$ cat config.mk
export PLATFORM = sky130hd
export DESIGN_NAME = bpu_flat
export DESIGN_NICKNAME = d
export VERILOG_FILES = /design/src/rtl/bpu_pkg.sv /design/src/rtl/bpu_if.sv /design/src/rtl/bpu_btb_ram.sv /design/src/rtl/bpu.sv /design/src/flat_wrapper.sv
export SDC_FILE = /design/constraint.sdc
export NUM_CORES = 2
export LEC_CHECK = 0
export BUFFER_PORTS_ARGS = -buffer_cell sky130_fd_sc_hd__buf_2
export CORE_ASPECT_RATIO = 1.4
export CORE_MARGIN = 1
export CORE_UTILIZATION = 38
export CTS_BUF_LIST = sky130_fd_sc_hd__clkbuf_4 sky130_fd_sc_hd__clkbuf_8
export DETAILED_ROUTE_END_ITERATION = 8
export GPL_ROUTABILITY_DRIVEN = 0
export HOLD_SLACK_MARGIN = 0.1
export MAX_ROUTING_LAYER = met4
export PLACE_DENSITY = 0.6
export SYNTH_ARGS = -nofsm -noshare
export SYNTH_HDL_FRONTEND = slang
export SYNTH_HIERARCHICAL = 1
export SYNTH_SLANG_ARGS = --single-unit
$ cat constraint.sdc
create_clock -name clk -period 19.9 [get_ports clk]
set_clock_uncertainty 0.15 [all_clocks]
set_input_delay 3.98 -clock clk [delete_from_list [all_inputs] [get_ports clk]]
set_output_delay 3.98 -clock clk [all_outputs]
set_load 0.005 [all_outputs]
$ cat src/rtl/bpu_pkg.sv
// Shared types for the branch prediction unit: one-hot branch op, grouped
// port structs for the default configuration, BTB entry layout and the
// 2-bit saturating counter step.
package bpu_pkg;

  localparam int BPU_XLEN      = 32;
  localparam int BPU_BTB_DEPTH = 64;
  localparam int BPU_IDX_W     = $clog2(BPU_BTB_DEPTH);
  localparam int BPU_TAG_W     = BPU_XLEN - BPU_IDX_W - 2;

  typedef struct packed {
    logic beq;
    logic bne;
    logic blt;
    logic bge;
    logic bltu;
    logic bgeu;
  } bcu_op_type;

  typedef struct packed {
    logic                flush;
    logic                pred_valid;
    logic [BPU_XLEN-1:0] pred_pc;
    logic                res_valid;
    bcu_op_type          res_op;
    logic [BPU_XLEN-1:0] res_pc;
    logic [BPU_XLEN-1:0] res_target;
    logic [BPU_XLEN-1:0] rdata1;
    logic [BPU_XLEN-1:0] rdata2;
    logic                res_pred_taken;
    logic [BPU_XLEN-1:0] res_pred_target;
  } bpu_in_type;

  typedef struct packed {
    logic                pred_rvalid;
    logic                pred_taken;
    logic [BPU_XLEN-1:0] pred_target;
    logic                res_done;
    logic                res_taken;
    logic                res_mispredict;
    logic [BPU_XLEN-1:0] res_redirect_pc;
    logic [31:0]         mispredict_cnt;
  } bpu_out_type;

  typedef struct packed {
    logic                 valid;
    logic [BPU_TAG_W-1:0] tag;
    logic [BPU_XLEN-1:0]  target;
    logic [1:0]           cnt;
  } btb_entry_type;

  // One training step of the 2-bit counter, saturating at 0 and 3.
  function automatic logic [1:0] cnt_next(input logic [1:0] cnt, input logic taken);
    if (taken) return (cnt == 2'b11) ? cnt : cnt + 2'b01;
    else       return (cnt == 2'b00) ? cnt : cnt - 2'b01;
  endfunction

endpackage

$ cat src/rtl/bpu_if.sv
// Fetch/execute facing bundle of the branch prediction unit. The pipeline
// side uses the master modport, the bpu itself the slave modport.
interface bpu_if
  import bpu_pkg::*;
#(
  parameter int XLEN = BPU_XLEN
) ();

  logic            flush;
  logic            pred_valid;
  logic [XLEN-1:0] pred_pc;
  logic            pred_rvalid;
  logic            pred_taken;
  logic [XLEN-1:0] pred_target;

  logic            res_valid;
  bcu_op_type      res_op;
  logic [XLEN-1:0] res_pc;
  logic [XLEN-1:0] res_target;
  logic [XLEN-1:0] rdata1;
  logic [XLEN-1:0] rdata2;
  logic            res_pred_taken;
  logic [XLEN-1:0] res_pred_target;
  logic            res_done;
  logic            res_taken;
  logic            res_mispredict;
  logic [XLEN-1:0] res_redirect_pc;
  logic [31:0]     mispredict_cnt;

  modport master (
    output flush, pred_valid, pred_pc,
    output res_valid, res_op, res_pc, res_target, rdata1, rdata2,
    output res_pred_taken, res_pred_target,
    input  pred_rvalid, pred_taken, pred_target,
    input  res_done, res_taken, res_mispredict, res_redirect_pc, mispredict_cnt
  );

  modport slave (
    input  flush, pred_valid, pred_pc,
    input  res_valid, res_op, res_pc, res_target, rdata1, rdata2,
    input  res_pred_taken, res_pred_target,
    output pred_rvalid, pred_taken, pred_target,
    output res_done, res_taken, res_mispredict, res_redirect_pc, mispredict_cnt
  );

endinterface

$ cat src/rtl/bpu_btb_ram.sv
// Direct-mapped BTB storage: registered read port for fetch, one write port
// for training, plus a combinational view of the entry at the write index so
// the trainer can do read-modify-write in a single cycle.
// Macro BPU_FWD_EN: when defined, a same-cycle write to the read index is
// forwarded into the read register; otherwise the read sees the old entry.
module bpu_btb_ram #(
  parameter int XLEN  = 32,
  parameter int DEPTH = 64,
  parameter int IDX_W = $clog2(DEPTH),
  parameter int TAG_W = XLEN - IDX_W - 2
) (
  input  logic             clk,
  input  logic             rst,
  input  logic             i_rd_en,
  input  logic [IDX_W-1:0] i_rd_idx,
  output logic             o_rd_valid,
  output logic [TAG_W-1:0] o_rd_tag,
  output logic [XLEN-1:0]  o_rd_target,
  output logic [1:0]       o_rd_cnt,
  input  logic             i_wr_en,
  input  logic [IDX_W-1:0] i_wr_idx,
  input  logic [TAG_W-1:0] i_wr_tag,
  input  logic [XLEN-1:0]  i_wr_target,
  input  logic [1:0]       i_wr_cnt,
  output logic             o_wr_valid,
  output logic [TAG_W-1:0] o_wr_tag,
  output logic [XLEN-1:0]  o_wr_target,
  output logic [1:0]       o_wr_cnt
);

  logic             r_valid  [DEPTH];
  logic [1:0]       r_cnt    [DEPTH];
  logic [TAG_W-1:0] r_tag    [DEPTH];
  logic [XLEN-1:0]  r_target [DEPTH];

  logic             w_rd_valid;
  logic [TAG_W-1:0] w_rd_tag;
  logic [XLEN-1:0]  w_rd_target;
  logic [1:0]       w_rd_cnt;

  // Valid bits and counters clear asynchronously; a write always validates.
  always_ff @(posedge clk or posedge rst) begin
    if (rst) begin
      for (int i = 0; i < DEPTH; i++) begin
        r_valid[i] <= 1'b0;
        r_cnt[i]   <= 2'b01;
      end
    end else if (i_wr_en) begin
      r_valid[i_wr_idx] <= 1'b1;
      r_cnt[i_wr_idx]   <= i_wr_cnt;
    end
  end

  // Tag and target need no reset: they are ignored while the entry is invalid.
  always_ff @(posedge clk) begin
    if (i_wr_en) begin
      r_tag[i_wr_idx]    <= i_wr_tag;
      r_target[i_wr_idx] <= i_wr_target;
    end
  end

  assign o_wr_valid  = r_valid[i_wr_idx];
  assign o_wr_tag    = r_tag[i_wr_idx];
  assign o_wr_target = r_target[i_wr_idx];
  assign o_wr_cnt    = r_cnt[i_wr_idx];

  // Select read data, optionally bypassing the entry being written this cycle.
  always_comb begin
    w_rd_valid  = r_valid[i_rd_idx];
    w_rd_tag    = r_tag[i_rd_idx];
    w_rd_target = r_target[i_rd_idx];
    w_rd_cnt    = r_cnt[i_rd_idx];
`ifdef BPU_FWD_EN
    if (i_wr_en && (i_wr_idx == i_rd_idx)) begin
      w_rd_valid  = 1'b1;
      w_rd_tag    = i_wr_tag;
      w_rd_target = i_wr_target;
      w_rd_cnt    = i_wr_cnt;
    end
`endif
  end

  // Registered read port.
  always_ff @(posedge clk or posedge rst) begin
    if (rst) begin
      o_rd_valid  <= 1'b0;
      o_rd_tag    <= '0;
      o_rd_target <= '0;
      o_rd_cnt    <= 2'b01;
    end else if (i_rd_en) begin
      o_rd_valid  <= w_rd_valid;
      o_rd_tag    <= w_rd_tag;
      o_rd_target <= w_rd_target;
      o_rd_cnt    <= w_rd_cnt;
    end
  end

endmodule

$ cat src/rtl/bpu.sv
// Branch prediction and resolution unit. Fetch queries the BTB and gets a
// prediction one cycle later; execute resolves branches, trains the BTB and
// gets a registered mispredict/redirect one cycle later.
// Same-index query/resolve behaviour is selected by macro BPU_FWD_EN (see
// bpu_btb_ram).
module bpu
  import bpu_pkg::*;
#(
  parameter int          XLEN      = BPU_XLEN,
  parameter int          BTB_DEPTH = BPU_BTB_DEPTH,
  parameter logic [31:0] CNT_MAX   = 32'hFFFF_FFFF
) (
  input logic clk,
  input logic rst,
  bpu_if.slave io_bpu
);

  localparam int IDX_W = $clog2(BTB_DEPTH);
  localparam int TAG_W = XLEN - IDX_W - 2;

  logic             r_pred_rvalid;
  logic [XLEN-1:0]  r_pred_pc;
  logic             w_rd_valid;
  logic [TAG_W-1:0] w_rd_tag;
  logic [XLEN-1:0]  w_rd_target;
  logic [1:0]       w_rd_cnt;
  logic             w_pred_taken;

  logic             w_op_any;
  logic             w_eq;
  logic             w_lt;
  logic             w_ltu;
  logic             w_taken;
  logic             w_mispredict;
  logic [XLEN-1:0]  w_redirect;
  logic [IDX_W-1:0] w_res_idx;
  logic [TAG_W-1:0] w_res_tag;
  logic             w_ent_valid;
  logic [TAG_W-1:0] w_ent_tag;
  logic [XLEN-1:0]  w_ent_target;
  logic [1:0]       w_ent_cnt;
  logic             w_res_hit;
  logic             w_wr_en;
  logic [1:0]       w_wr_cnt;
  logic [XLEN-1:0]  w_wr_target;

  logic             r_res_done;
  logic             r_res_taken;
  logic             r_res_mispredict;
  logic [XLEN-1:0]  r_res_redirect;
  logic [31:0]      r_mispredict_cnt;

  bpu_btb_ram #(
    .XLEN  (XLEN),
    .DEPTH (BTB_DEPTH)
  ) u_btb (
    .clk         (clk),
    .rst         (rst),
    .i_rd_en     (io_bpu.pred_valid),
    .i_rd_idx    (io_bpu.pred_pc[IDX_W+1:2]),
    .o_rd_valid  (w_rd_valid),
    .o_rd_tag    (w_rd_tag),
    .o_rd_target (w_rd_target),
    .o_rd_cnt    (w_rd_cnt),
    .i_wr_en     (w_wr_en),
    .i_wr_idx    (w_res_idx),
    .i_wr_tag    (w_res_tag),
    .i_wr_target (w_wr_target),
    .i_wr_cnt    (w_wr_cnt),
    .o_wr_valid  (w_ent_valid),
    .o_wr_tag    (w_ent_tag),
    .o_wr_target (w_ent_target),
    .o_wr_cnt    (w_ent_cnt)
  );

  // Query pipeline register; flush kills the query being accepted.
  always_ff @(posedge clk or posedge rst) begin
    if (rst) begin
      r_pred_rvalid <= 1'b0;
      r_pred_pc     <= '0;
    end else begin
      r_pred_rvalid <= io_bpu.pred_valid & ~io_bpu.flush;
      if (io_bpu.pred_valid) r_pred_pc <= io_bpu.pred_pc;
    end
  end

  // Prediction from the registered BTB read; outputs stay 0 when not valid.
  always_comb begin
    w_pred_taken = r_pred_rvalid && w_rd_valid &&
                   (w_rd_tag == r_pred_pc[XLEN-1:IDX_W+2]) && w_rd_cnt[1];
  end

  assign io_bpu.pred_rvalid = r_pred_rvalid;
  assign io_bpu.pred_taken  = w_pred_taken;
  assign io_bpu.pred_target = !r_pred_rvalid ? '0 :
                              (w_pred_taken ? w_rd_target : r_pred_pc + XLEN'(4));

  // Branch condition, mispredict and redirect evaluation.
  always_comb begin
    w_op_any     = |io_bpu.res_op;
    w_eq         = (io_bpu.rdata1 == io_bpu.rdata2);
    w_lt         = ($signed(io_bpu.rdata1) < $signed(io_bpu.rdata2));
    w_ltu        = (io_bpu.rdata1 < io_bpu.rdata2);
    w_taken      = (io_bpu.res_op.beq  &  w_eq)  | (io_bpu.res_op.bne  & ~w_eq)  |
                   (io_bpu.res_op.blt  &  w_lt)  | (io_bpu.res_op.bge  & ~w_lt)  |
                   (io_bpu.res_op.bltu &  w_ltu) | (io_bpu.res_op.bgeu & ~w_ltu);
    w_mispredict = w_op_any &&
                   ((w_taken != io_bpu.res_pred_taken) ||
                    (w_taken && (io_bpu.res_pred_target != io_bpu.res_target)));
    w_redirect   = w_taken ? io_bpu.res_target : io_bpu.res_pc + XLEN'(4);
  end

  // BTB training: bump counter on hit, allocate on taken miss, else leave alone.
  always_comb begin
    w_res_idx   = io_bpu.res_pc[IDX_W+1:2];
    w_res_tag   = io_bpu.res_pc[XLEN-1:IDX_W+2];
    w_res_hit   = w_ent_valid && (w_ent_tag == w_res_tag);
    w_wr_en     = io_bpu.res_valid && w_op_any && (w_res_hit || w_taken);
    w_wr_cnt    = w_res_hit ? cnt_next(w_ent_cnt, w_taken) : 2'b10;
    w_wr_target = w_taken ? io_bpu.res_target : w_ent_target;
  end

  // Registered resolve outputs and saturating mispredict counter.
  always_ff @(posedge clk or posedge rst) begin
    if (rst) begin
      r_res_done       <= 1'b0;
      r_res_taken      <= 1'b0;
      r_res_mispredict <= 1'b0;
      r_res_redirect   <= '0;
      r_mispredict_cnt <= '0;
    end else begin
      r_res_done       <= io_bpu.res_valid;
      r_res_taken      <= io_bpu.res_valid & w_taken;
      r_res_mispredict <= io_bpu.res_valid & w_mispredict;
      r_res_redirect   <= io_bpu.res_valid ? w_redirect : '0;
      if (io_bpu.res_valid && w_mispredict && (r_mispredict_cnt != CNT_MAX))
        r_mispredict_cnt <= r_mispredict_cnt + 32'd1;
    end
  end

  assign io_bpu.res_done        = r_res_done;
  assign io_bpu.res_taken       = r_res_taken;
  assign io_bpu.res_mispredict  = r_res_mispredict;
  assign io_bpu.res_redirect_pc = r_res_redirect;
  assign io_bpu.mispredict_cnt  = r_mispredict_cnt;

endmodule

$ cat src/flat_wrapper.sv
// flat-port wrapper written by rule: the top's interface ports become plain ports
module bpu_flat import bpu_pkg::*;
#(
  parameter int          XLEN      = BPU_XLEN,
  parameter int          BTB_DEPTH = BPU_BTB_DEPTH,
  parameter logic [31:0] CNT_MAX   = 32'hFFFF_FFFF
)
  (clk, rst, io_bpu_flush, io_bpu_pred_valid, io_bpu_pred_pc, io_bpu_res_valid, io_bpu_res_op, io_bpu_res_pc, io_bpu_res_target, io_bpu_rdata1, io_bpu_rdata2, io_bpu_res_pred_taken, io_bpu_res_pred_target, io_bpu_pred_rvalid, io_bpu_pred_taken, io_bpu_pred_target, io_bpu_res_done, io_bpu_res_taken, io_bpu_res_mispredict, io_bpu_res_redirect_pc, io_bpu_mispredict_cnt);
  bpu_if #(.XLEN(XLEN)) io_bpu_i ();
  input logic clk;
  input logic rst;
  input wire logic [$bits(io_bpu_i.flush)-1:0] io_bpu_flush;
  input wire logic [$bits(io_bpu_i.pred_valid)-1:0] io_bpu_pred_valid;
  input wire logic [$bits(io_bpu_i.pred_pc)-1:0] io_bpu_pred_pc;
  input wire logic [$bits(io_bpu_i.res_valid)-1:0] io_bpu_res_valid;
  input wire logic [$bits(io_bpu_i.res_op)-1:0] io_bpu_res_op;
  input wire logic [$bits(io_bpu_i.res_pc)-1:0] io_bpu_res_pc;
  input wire logic [$bits(io_bpu_i.res_target)-1:0] io_bpu_res_target;
  input wire logic [$bits(io_bpu_i.rdata1)-1:0] io_bpu_rdata1;
  input wire logic [$bits(io_bpu_i.rdata2)-1:0] io_bpu_rdata2;
  input wire logic [$bits(io_bpu_i.res_pred_taken)-1:0] io_bpu_res_pred_taken;
  input wire logic [$bits(io_bpu_i.res_pred_target)-1:0] io_bpu_res_pred_target;
  output wire logic [$bits(io_bpu_i.pred_rvalid)-1:0] io_bpu_pred_rvalid;
  output wire logic [$bits(io_bpu_i.pred_taken)-1:0] io_bpu_pred_taken;
  output wire logic [$bits(io_bpu_i.pred_target)-1:0] io_bpu_pred_target;
  output wire logic [$bits(io_bpu_i.res_done)-1:0] io_bpu_res_done;
  output wire logic [$bits(io_bpu_i.res_taken)-1:0] io_bpu_res_taken;
  output wire logic [$bits(io_bpu_i.res_mispredict)-1:0] io_bpu_res_mispredict;
  output wire logic [$bits(io_bpu_i.res_redirect_pc)-1:0] io_bpu_res_redirect_pc;
  output wire logic [$bits(io_bpu_i.mispredict_cnt)-1:0] io_bpu_mispredict_cnt;
  assign io_bpu_i.flush = io_bpu_flush;
  assign io_bpu_i.pred_valid = io_bpu_pred_valid;
  assign io_bpu_i.pred_pc = io_bpu_pred_pc;
  assign io_bpu_i.res_valid = io_bpu_res_valid;
  assign io_bpu_i.res_op = io_bpu_res_op;
  assign io_bpu_i.res_pc = io_bpu_res_pc;
  assign io_bpu_i.res_target = io_bpu_res_target;
  assign io_bpu_i.rdata1 = io_bpu_rdata1;
  assign io_bpu_i.rdata2 = io_bpu_rdata2;
  assign io_bpu_i.res_pred_taken = io_bpu_res_pred_taken;
  assign io_bpu_i.res_pred_target = io_bpu_res_pred_target;
  assign io_bpu_pred_rvalid = io_bpu_i.pred_rvalid;
  assign io_bpu_pred_taken = io_bpu_i.pred_taken;
  assign io_bpu_pred_target = io_bpu_i.pred_target;
  assign io_bpu_res_done = io_bpu_i.res_done;
  assign io_bpu_res_taken = io_bpu_i.res_taken;
  assign io_bpu_res_mispredict = io_bpu_i.res_mispredict;
  assign io_bpu_res_redirect_pc = io_bpu_i.res_redirect_pc;
  assign io_bpu_mispredict_cnt = io_bpu_i.mispredict_cnt;
  bpu #(.XLEN(XLEN), .BTB_DEPTH(BTB_DEPTH), .CNT_MAX(CNT_MAX)) u_core (.clk(clk), .rst(rst), .io_bpu(io_bpu_i));
endmodule
# After elaboration in Yosys (flattened, before gate mapping)
# Memories as Yosys holds them, arrays and structs flattened. A register that Yosys moved wholly into a read port is not among the register bits.
# Index checks and enable logic that the tools add are counted.
# op_classes
reduce_logical	16
add_sub_neg	5
n_mux	28
n_lt_le_gt_ge	5
bitwise	21
n_eq_ne	8
# op_table
cell	count
$mux W32	5
$bwmux W128	1
$add A32 B3 Y32 const B	2
$lt A32 B32 Y1	2
$or A64 B64 Y64	1
$eq A24 B24 Y1	2
$add A32 B1 Y32 const B	1
$eq A32 B32 Y1	1
$ne A32 B32 Y1	1
$ne A32 B32 Y1 const B	1
$bmux W2 S6	2
$mux W2	9
$ge A7 B7 Y1 const B	2
$not A6 Y7	2
$bmux W1 S6	2
$demux W2 S6	1
$logic_and A1 B1 Y1	11
$and A1 B1 Y1	9
$lt A7 B1 Y1 const B	1
$mux W1	7
$demux W1 S6	1
$reduce_or A6 Y1	1
$or A1 B1 Y1	5
$not A1 Y1	4
other kinds (8)	9
# totals
inputBits	204
memories	2
ff_bits	295
ramBits	3584
# mem_list
memory	words	word_bits	rd	rd_ports_with_merged_regs	wr	line	source
u_core.u_btb.r_target	64	32	1	1	1	bpu_btb_ram.sv:34	logic [XLEN-1:0] r_target [DEPTH];
u_core.u_btb.r_tag	64	24	2	1	1	bpu_btb_ram.sv:33	logic [TAG_W-1:0] r_tag [DEPTH];

# Logic depth before layout (Yosys ltp)
# depth
ltp_word	13
depth_mapped	20
mapped_depth_nobuf	15

# Modules after synthesis
# Netlist, hierarchy kept.
# by_module_without_submodules
module	area_each_um2	n_inst	cells_each
bpu_btb_ram	177023.5	1	9412
bpu	7988.9	1	877

# Least setup slack after synthesis
# No wires, ideal clock.
# synth_timing
kind	input to register
start	input port io_bpu_res_pc[4]
end	register u_core/u_btb/r_cnt[105] (netlist name)
t_required_ns	19.623
cell_stages	18
n_path_buf	4
arrival_time_ns	10.444
slack_ns	9.179
path_cell_list	clkbuf_1 buf_2 clkbuf_1 clkbuf_1 mux4_2 mux2i_1 o22ai_1 or4_1 xor2_1 nor4_1 nand3_1 nor3_1 nand4_1 a21oi_1 nor2b_1 nand3_1 nor2_1 mux2_2
# synth_via
word_cells_on_any_way	26
cone_classes	add/sub: 2; order compare: 2; eq/ne: 2; mux: 13; bitwise: 1; reduce/logical: 5; memory: 1
# synth_rtl
item	line	source
start, declared	flat_wrapper.sv:17	input wire logic [$bits(io_bpu_i.res_pc)-1:0] io_bpu_res_pc;
$mem_v2 Z64 W24	--	
via u_core.w_ent_tag[13]	bpu.sv:39	logic [TAG_W-1:0] w_ent_tag;
$eq A24 B24 Y1	bpu.sv:117	w_res_hit = w_ent_valid && (w_ent_tag == w_res_tag);
$logic_and A1 B1 Y1	bpu.sv:117	
$logic_or A1 B1 Y1	bpu.sv:118	w_wr_en = io_bpu.res_valid && w_op_any && (w_res_hit || w_taken);
$logic_and A1 B1 Y1	bpu.sv:118	
via u_core.w_wr_en	bpu.sv:43	logic w_wr_en;
end signal, assigned by index	bpu_btb_ram.sv:50	r_cnt[i_wr_idx] <= i_wr_cnt;
end, declared	bpu_btb_ram.sv:32	logic [1:0] r_cnt [DEPTH];
# The timed path passes the listed nets, and every way through them passes these cells. The select of a mux whose other input is x is not followed.
# A chain may end at the register's enable or synchronous reset.

# Worst setup path in the final report
# layout_timing
start	input port io_bpu_res_pc[2]
end	memory u_core.u_btb.r_target[27][12], enable pin
# layout_via
word_cells_on_any_way	12
cone_classes	eq/ne: 1; mux: 5; bitwise: 1; reduce/logical: 4; memory: 1
# layout_rtl
item	line	source
$mem_v2 Z64 W24	--	
via u_core.w_ent_tag[23]	bpu.sv:39	
$eq A24 B24 Y1	bpu.sv:117	
$logic_and A1 B1 Y1	bpu.sv:117	
$logic_or A1 B1 Y1	bpu.sv:118	
$logic_and A1 B1 Y1	bpu.sv:118	
via u_core.w_wr_en	bpu.sv:43	
$mux W1	bpu_btb_ram.sv:56	if (i_wr_en) begin
$mux W1 (not written as such)	bpu_btb_ram.sv:58	r_target[i_wr_idx] <= i_wr_target;
$reduce_and A2 Y1 (no line)	--	
end, declared	bpu_btb_ram.sv:34	
# The timed path passes the listed nets, and every way through them passes these cells. The select of a mux whose other input is x is not followed.

==> flow_summary.ini <==
[global_route]
gr-total-overflow = 0
track_usage_pct = 30.1
antenna_found_initial = 85
grt_pass1_wl_um = 981000
grt_max_degree = 135
grt_pass1_vias = 117000

[detailed_routing]
wl_met3_um = 91200
drt-initial-drc-count = 18000
drt-met1-wl_um = 250000
ant_nets = 0
drcViolationCount = 0
vias = 118000
highest-signal-layer = met4
viasPerCell = 6.73
drt_wl_total_um = 730000
wl_per_cell_um = 41.5
dr.pass1.iters = 6
dr_wl_met2_um = 334000

[clocking]
numCtsBuffers = 606
path_clk_slew_ns = 0.06
cts_setup_buffers = 0
cts_max_path_buffers = 4
cts-htree-levels = 6
clkLatencyLatePin_ns = 1.35
clock_sinks = 3934
cts_hold_buf = 0
cts_tree = done
clockRootBuffer = clkbuf_8
ctsResizeCount = 0

[setup_path]
cpMostUsedCell = buf_4
crit_start = io_bpu_res_pc[2]
startpoint_type = primary input
ff2ff_path_depth = 14
cpLargestDelayFamily = simple AND/OR/NAND/NOR gates
end_kind = register
cp_cell_sequence = buf_12, buf_4, buf_4, mux4_2, mux2i_1, o22ai_1, or4_1, xnor2_1, nand4_1, nor3_1, nand4_1, a21oi_1, nor2b_1, nand3_1, nor2_4, buf_4, buf_4
path_max_fanout = 97
cp_data_required_time_ns = 20.71
worst_r2r_startpoint = u_core/u_btb/r_tag[46][23]
slowest_delay_ns = 0.94
slowest_stage = buf_4
path_depth = 17
arrival_ns = 14.18
criticalPathCategory = primary input to register
path_buf_inv = 5

[placement]
post-place-ws_ns = 5.36
io_buffers = 304
dp_hpwl_um = 425000

[final_layout]
seqCellArea_um2 = 116000
multi_input_area_um2 = 64400
nNetsFinal = 10900
syn_to_final_growth_pct = 11.6
fillCellCount = 41900
layout-drive-gt1-share_pct = 31.3

[power]
sequentialPowerShare_pct = 52.0
powerDensity_nw_per_um2 = 88.6
netSwitchingFraction_pct = 25.9
switching_power_mw = 4.73
ir_worst_vdd_uv = 75.2
comb_power_share_pct = 10.1
clkPwrFrac_pct = 37.9
p_int_mw = 13.5
leakage_nw = 70.3

[yosys]
synth_area_um2 = 184000
avgSynthCellArea_um2 = 18.0
yosysWarnings = 6
synthCells = 10200
syn_nets = 10500

[sta]
slew_violations = 0
period_share_pct = 67.2
grt_setup_unrepaired = no
fmax_ghz = 0.0748
slew_headroom_pct = 1.92
tightest_slew_ns = 1.47
whs_ns = 0.340
layout_setup_ws_ns = 6.52
hold_viol_final = 0
final.min_clock_period_ns = 13.38
setup_viol_count_final = 0
fin_setup_tns_ns = 0

[floorplan]
ios = 305
core_area_um2 = 483000
initial_core_util_pct = 38.2
die_area_um2 = 488000
die_y_um = 826
die_w_um = 591
rows = 302

[worst_hold_path]
hp-start = u_core/u_btb/r_valid[34]
hp-class = register to register
hold_depth = 1

[status]
outcome = complete, no violations

[flow_run]
max-cap-violations = 0
-- placed cells by master, fill, tap and decap left out, drive strengths merged, types with 189 or more instances in the layout --
cell type	count
mux4	1408
mux2i	1463
clkbuf	838
mux2	306
clkinv	204
edfxtp	3584
nor2	189
o21ai	247
buf	608
o22ai	584
dfrtp	286
-- routing by layer --
layer	vias to the layer above	global-route usage (%)
li1	43900	-
met1	62500	35.1
met2	9631	45.5
met3	2382	8.59
met4	0	19.4
met5	-	-
-- layout make-up --
type,instances,area share [%]
antenna,66,0.0802
clock buffer,837,5.02
clock inverter,260,0.817
inverter,142,0.343
multi-input combinational,5372,31.3
sequential,3934,56.6
tap,6384,3.88
timing repair buffer,609,2.02
-- per-stage QoR --
step	utilization (%)	instance area [um^2]	cells	power, mW
after floorplan	-	184000	10200	10.6
after global placement	40.1	194000	16400	11.4
after detailed placement	40.1	194000	16400	11.4
after CTS	42.6	206000	17500	18.2
after global routing	42.6	206000	17600	18.7
final	42.6	206000	17600	18.2
-- power groups by stage --
stage	logic, mW	clock network [mW]	registers (mW)
after floorplan	1.10	0	9.50
after global placement	1.78	0	9.62
final	1.84	6.92	9.48
after global routing	1.90	7.27	9.48
after detailed placement	1.81	0	9.63
after CTS	1.81	6.97	9.46
-- registers in the layout, indices dropped and copies added (netlist names) --
name and cells:
u_core/io_bpu.mispredict_cnt 32, u_core/io_bpu.pred_rvalid 1, u_core/io_bpu.res_done 1, u_core/io_bpu.res_mispredict 1, u_core/io_bpu.res_redirect_pc 32, u_core/io_bpu.res_taken 1, u_core/r_pred_pc 32, u_core/u_btb/o_rd_cnt 1
u_core/u_btb/o_rd_tag 24, u_core/u_btb/o_rd_target 32, u_core/u_btb/o_rd_valid 1, u_core/u_btb/r_cnt 128, u_core/u_btb/r_tag 1536, u_core/u_btb/r_target 2048, u_core/u_btb/r_valid 64
-- worst paths after layout --
kind	end	slack [ns]
min reg2reg	u_core/u_btb/r_valid[34]	0.34
max in group asynchronous	u_core/u_btb/r_valid[47]	14.45
max	u_core/u_btb/r_target[27][12]	6.52
max reg2reg	u_core/u_btb/r_target[27][12]	11.29
min in group asynchronous	u_core/r_pred_pc[27]	2.57
min	u_core/u_btb/r_valid[34]	0.34
Note: power is estimated with default switching activity, not from simulation.
